===== config.mk =====
export PLATFORM = sky130hd
export DESIGN_NAME = sl_transmitter
export DESIGN_NICKNAME = d
export VERILOG_FILES = /design/src/rtl/sl_transmitter.sv
export SDC_FILE = /design/constraint.sdc
export NUM_CORES = 1
export LEC_CHECK = 0
export ABC_CLOCK_PERIOD_IN_PS = 5600
export BUFFER_PORTS_ARGS = -buffer_cell sky130_fd_sc_hd__buf_2
export CAP_MARGIN = 25
export CORE_UTILIZATION = 50
export DETAILED_ROUTE_END_ITERATION = 6
export PLACE_DENSITY = 0.78
export SYNTH_ARGS = -nofsm -noshare
export SYNTH_HDL_FRONTEND = slang
export SYNTH_SLANG_ARGS = --single-unit

===== constraint.sdc =====
create_clock -name clk -period 5.6 [get_ports clk]
set_input_delay 0.28 -clock clk [delete_from_list [all_inputs] [get_ports clk]]
set_output_delay 0.28 -clock clk [all_outputs]
set_load 0.02 [all_outputs]

===== src/rtl/sl_transmitter.sv =====
// Two-line pulse serial transmitter: sends a configurable-length word MSB first,
// one low pulse per bit on sl0 or sl1, with optional odd parity and an inter-word gap.
module sl_transmitter #(
  parameter logic [15:0] DEF_CONFIG = 16'h0020
) (
  input  logic        clk,
  input  logic        rst_n,
  input  logic [31:0] wr_data_tx,
  input  logic        data_we_tx,
  input  logic [15:0] wr_config_tx,
  input  logic        config_we_tx,
  output logic        rd_status_tx,
  output logic [15:0] rd_config_tx,
  output logic        status_changed_tx,
  output logic        sl0,
  output logic        sl1,
  output logic [1:0]  fsm_state_o
);

  // Write strobes are single-cycle and have no ready: a strobe is taken only when
  // rd_status_tx is 0 in that cycle (config also needs 8<=L<=32), else it is dropped.
  localparam logic [1:0] S_IDLE  = 2'd0;
  localparam logic [1:0] S_PULSE = 2'd1;
  localparam logic [1:0] S_SPACE = 2'd2;
  localparam logic [1:0] S_GAP   = 2'd3;

  logic [1:0]  state_q, state_d;
  logic [15:0] config_q, config_d;
  logic [31:0] data_q, data_d;
  logic        parity_q, parity_d;
  logic [6:0]  hcnt_q, hcnt_d;
  logic [5:0]  cnt_q, cnt_d;
  logic        chg_q, chg_d;

  logic        idle;
  logic        cfg_ok;
  logic [15:0] cfg_eff;
  logic [31:0] len_mask;
  logic [4:0]  idx;
  logic        cur_bit;

  function automatic logic [6:0] half_m1(input logic [1:0] sel);
    logic [7:0] v;
    v = (8'd4 << sel) - 8'd1;
    return v[6:0];
  endfunction

  function automatic logic [6:0] gap_m1(input logic [1:0] sel);
    logic [7:0] v;
    v = (8'd16 << sel) - 8'd1;
    return v[6:0];
  endfunction

  assign idle    = (state_q == S_IDLE);
  assign cfg_ok  = config_we_tx && idle &&
                   (wr_config_tx[5:0] >= 6'd8) && (wr_config_tx[5:0] <= 6'd32);
  // A config written in the same cycle as the data word already governs that word.
  assign cfg_eff = cfg_ok ? wr_config_tx : config_q;

  assign len_mask = (cfg_eff[5:0] >= 6'd32) ? 32'hFFFF_FFFF
                                            : ((32'd1 << cfg_eff[5:0]) - 32'd1);

  // cnt_q counts bits still to send; with parity on, the last one is the parity bit.
  assign idx     = cnt_q[4:0] - 5'd1 - {4'd0, config_q[8]};
  assign cur_bit = (config_q[8] && (cnt_q == 6'd1)) ? parity_q : data_q[idx];

  always_comb begin
    state_d  = state_q;
    config_d = cfg_ok ? wr_config_tx : config_q;
    data_d   = data_q;
    parity_d = parity_q;
    hcnt_d   = hcnt_q;
    cnt_d    = cnt_q;
    case (state_q)
      S_IDLE: begin
        if (data_we_tx) begin
          state_d  = S_PULSE;
          data_d   = wr_data_tx;
          parity_d = ~(^(wr_data_tx & len_mask));
          hcnt_d   = half_m1(cfg_eff[7:6]);
          cnt_d    = cfg_eff[5:0] + {5'd0, cfg_eff[8]};
        end
      end
      S_PULSE: begin
        if (hcnt_q == 7'd0) begin
          state_d = S_SPACE;
          hcnt_d  = half_m1(config_q[7:6]);
        end else begin
          hcnt_d = hcnt_q - 7'd1;
        end
      end
      S_SPACE: begin
        if (hcnt_q != 7'd0) begin
          hcnt_d = hcnt_q - 7'd1;
        end else if (cnt_q == 6'd1) begin
          state_d = S_GAP;
          hcnt_d  = gap_m1(config_q[7:6]);
        end else begin
          state_d = S_PULSE;
          hcnt_d  = half_m1(config_q[7:6]);
          cnt_d   = cnt_q - 6'd1;
        end
      end
      default: begin
        if (hcnt_q == 7'd0) state_d = S_IDLE;
        else                hcnt_d  = hcnt_q - 7'd1;
      end
    endcase
    chg_d = (state_d != S_IDLE) != (state_q != S_IDLE);
  end

  always_ff @(posedge clk or negedge rst_n) begin
    if (!rst_n) begin
      state_q  <= S_IDLE;
      config_q <= DEF_CONFIG;
      data_q   <= '0;
      parity_q <= 1'b0;
      hcnt_q   <= '0;
      cnt_q    <= '0;
      chg_q    <= 1'b0;
    end else begin
      state_q  <= state_d;
      config_q <= config_d;
      data_q   <= data_d;
      parity_q <= parity_d;
      hcnt_q   <= hcnt_d;
      cnt_q    <= cnt_d;
      chg_q    <= chg_d;
    end
  end

  assign sl0               = !((state_q == S_PULSE) && !cur_bit);
  assign sl1               = !((state_q == S_PULSE) &&  cur_bit);
  assign rd_status_tx      = !idle;
  assign rd_config_tx      = config_q;
  assign status_changed_tx = chg_q;
  assign fsm_state_o       = state_q;

endmodule


==> metrics.yaml <==
logic_synthesis:
  yosys.area.top_type_share_pct: 32.7
  synth_nets: 591
  synthCells: 528
  ys_ff_latch: 65
  synth-warning-count: 0
  synth_cell_types: 78
  synth.area.top_cells: "dfrtp_1 (33%), mux2_2 (6.9%), nand2_1 (5.5%), mux4_2 (4.6%), o21ai_0 (4.2%)"
  synth-seq-area-share_pct: 33.2
  netlist_area_sq_mm: 0.00490
  yosys.area.top_type: "dfrtp_1"
  yosys_most_used_dff: "dfrtp_1"
  synth_edf_count: 0
  avgSynthCellArea_sq_um: 9.28
  async_flop_share_pct: 100
placed_design:
  place.gp.congestion: 0.998
  pre_cts_slack_ps: 1000
  post_dp_cell_area_sq_mm: 0.00535
  dpl.hpwl_um: 10200
  port_buffers: 73
  dp_cells: 710
cells_and_area:
  layout_commonest_cell: "buf_2"
  layout_common_cells: "buf_2 (73), nand2_1 (72), dfrtp_1 (64)"
  stdcell_area_sq_mm: 0.00555
  fin_nets: 655
  post-route-util_pct: 59.3
  drive_gt1_share_pct: 28.1
  fillers: 873
  diodes: 0
  syn2layout_area_growth_pct: 13.3
  stdcell_count: 726
global_route:
  grt_use_met3_pct: 6.59
  grt_pass1_vias: 4282
  antenna_found_initial: 1
  top_usage_layer: "met2"
  grt.met2_usage_pct: 45.4
  overflow: 0
  gr-usage-all-layers_pct: 28.7
  grt_pass1_wl_um: 22100
  grt_use_met1_pct: 37.8
  grt_max_degree: 66
power:
  total_power_mw: 4.03
  power_density_mw_per_mm2: 726
  switching_share_pct: 44.6
  p_sw_mw: 1.80
  p_seq_share_pct: 22.2
  ir_drop_uv: 447
  clkPwrFrac_pct: 10.5
  power.internal_mw: 2.23
  p_leak_nw: 2.46
  power_frac_comb_pct: 67.3
clock_network:
  hold_buffers: 0
  clk_pin_slew_ps: 70
  clock_latency_ps: 340
  clockBufferDepth: 2
  clock_sinks: 65
  cts_tree: "built"
  cts_made_buffers: 9
  post_cts_buffers: 0
  cts-resized-gates: 0
  cts_root_buf: "clkbuf_8"
  cts_max_level: 3
drt:
  drc_errors: 0
  drt-initial-drc-count: 412
  drt-total-wl_um: 13300
  routedWlPerCell_um: 18.3
  vias: 4331
  drtAntennaViolNets: 0
  vias_per_cell: 5.97
  first_pass_iters: 5
sta:
  finalCriticalPeriod_ps: 4720
  setup_tns_ps: 0
  fin_crit_sh_pct: 84.3
  timing.slew.headroom_pct: 37.2
  finalHoldViolations: 0
  hold_ws_ps: 103
  tightest_slew_ps: 933
  finalSetupViolCount: 0
  clock_skew_ps: 6.81
  grt_setup_unrepaired: "no"
  setup_ws_ps: 880
  final_max_slew_viol_count: 0
  max_freq_mhz: 212
floorplanning:
  core_area_sq_mm: 0.00937
  rows: 35
  ios: 74
  die_w_um: 101
  start_util_pct: 52.3
  die_h_um: 101
  die_area_sq_mm: 0.0102
worst_setup_path:
  path_max_fanout: 21
  cp_cell_sequence: "inv_1 -> ha_1 -> o211ai_4 -> or2_0 -> a31o_2 -> o21ai_1 -> nand2b_1 -> ha_1 -> nand2_1 -> a32oi_1 -> o221ai_1 -> xor2_1 -> xnor3_1 -> xnor3_1 -> xnor3_1 -> o21ai_1"
  crit_path_top_delay_cell: "ha_1"
  worst_path_dominant_cell_family: "compound AO/OA/AOI/OAI gates"
  end_kind: "flop"
  worstPathRequired_ps: 5870
  worst-path-buf-inv: 1
  path_common_cell: "xnor3_1"
  cpPeakStageDelay_ps: 700
  critPathKind: "reg2reg"
  worstPathArrival_ps: 4990
  crit_path_start_kind: "flop"
flow_run:
  drv_cap: 0
outcome:
  status: "complete, no violations"
worst_hold_path:
  hold_class: "in2async"
-- cells in the mapped netlist, types with 3 or more instances --
cell type  count
a21o_1         3
a21oi_1       24
a21oi_4        3
a31oi_1        5
and2_1         4
buf_2          3
buf_4          4
clkbuf_1      16
dfrtp_1       64
ha_1          11
inv_1         26
inv_2          3
mux2_2        30
mux2i_1        8
mux4_2        10
nand2_1       72
nand2b_1       6
nand3_1       16
nand4_1        3
nor2_1        30
nor3_1        17
nor3b_1        3
o211ai_1       6
o21ai_0       41
o21ai_1        6
o22ai_1        9
o31a_1         3
o31ai_1        3
or2_2          6
or3_1          8
xnor2_1       19
xnor3_1        5
xor2_1         7
-- layout make-up --
cell class	instances	area, sq um	area share, %
clock inverters	2	35.0	0.631
flip-flops and latches	65	1630	29.3
well taps	129	161	2.91
multi-input cells	407	3030	54.6
inverters	31	121	2.19
repair buffers	78	403	7.25
clock buffers	14	173	3.11
-- power by group through the flow --
| stage | combinational (mW) | sequential [mW] | clock [mW] |
|---|---|---|---|
| 6_report | 2.72 | 0.896 | 0.423 |
| 5_1_grt | 2.96 | 0.927 | 0.452 |
| 4_1_cts | 2.70 | 0.892 | 0.434 |
| 3_5_place_dp | 2.69 | 0.902 | 0 |
| 3_3_place_gp | 2.64 | 0.885 | 0 |
| 2_1_floorplan | 2.04 | 0.920 | 0 |
-- flip-flops by register name, indices dropped and copies added (netlist names) --
signal and flops:
cnt_q 6, status_changed_tx 1, hcnt_q 7, rd_config_tx 16, parity_q 1, data_q 32, fsm_state_o 2
-- path summary, 6_finish.rpt --
path	from	to	slack [ps]	cells after the start
setup / recovery	fsm_state_o[0]	parity_q	880	16
hold / removal	rst_n	rd_config_tx[6]	100	2
setup reg to reg	fsm_state_o[0]	parity_q	880	16
hold reg to reg	rd_config_tx[12]	rd_config_tx[12]	460	2
max in group asynchronous	rst_n	parity_q	4940	2
min in group clk	wr_config_tx[10]	rd_config_tx[10]	130	3
-- worst reg2reg max path, cell delays in order (launching register included) --
cell,delay (ps)
dfrtp_1,450
inv_1,120
ha_1,260
o211ai_4,180
or2_0,400
a31o_2,360
o21ai_1,170
nand2b_1,150
ha_1,700
nand2_1,300
a32oi_1,260
o221ai_1,160
xor2_1,200
xnor3_1,250
xnor3_1,200
xnor3_1,370
o21ai_1,110
-- routing by layer --
metal  wire length, um  vias to the layer above  share of wire, %
met5                18                        -              0.14
li1                  -                     2045                 -
met4               501                        2               3.8
met3               967                       47               7.3
met2              6070                      198                46
met1              5740                     2039                43
-- logic make-up after synthesis --
kind of cell	count (synthesis)	share of synthesized area, %
AOI/OAI and AO/OA	138	21.0
xor gates and xnor gates	33	7.61
adders and majority gates	11	2.81
buffers and inverters	56	4.93
DFF	65	33.2
muxes	48	13.1
and+or+nand+nor	177	17.4
No activity file was read; power rests on OpenSTA's default activity.
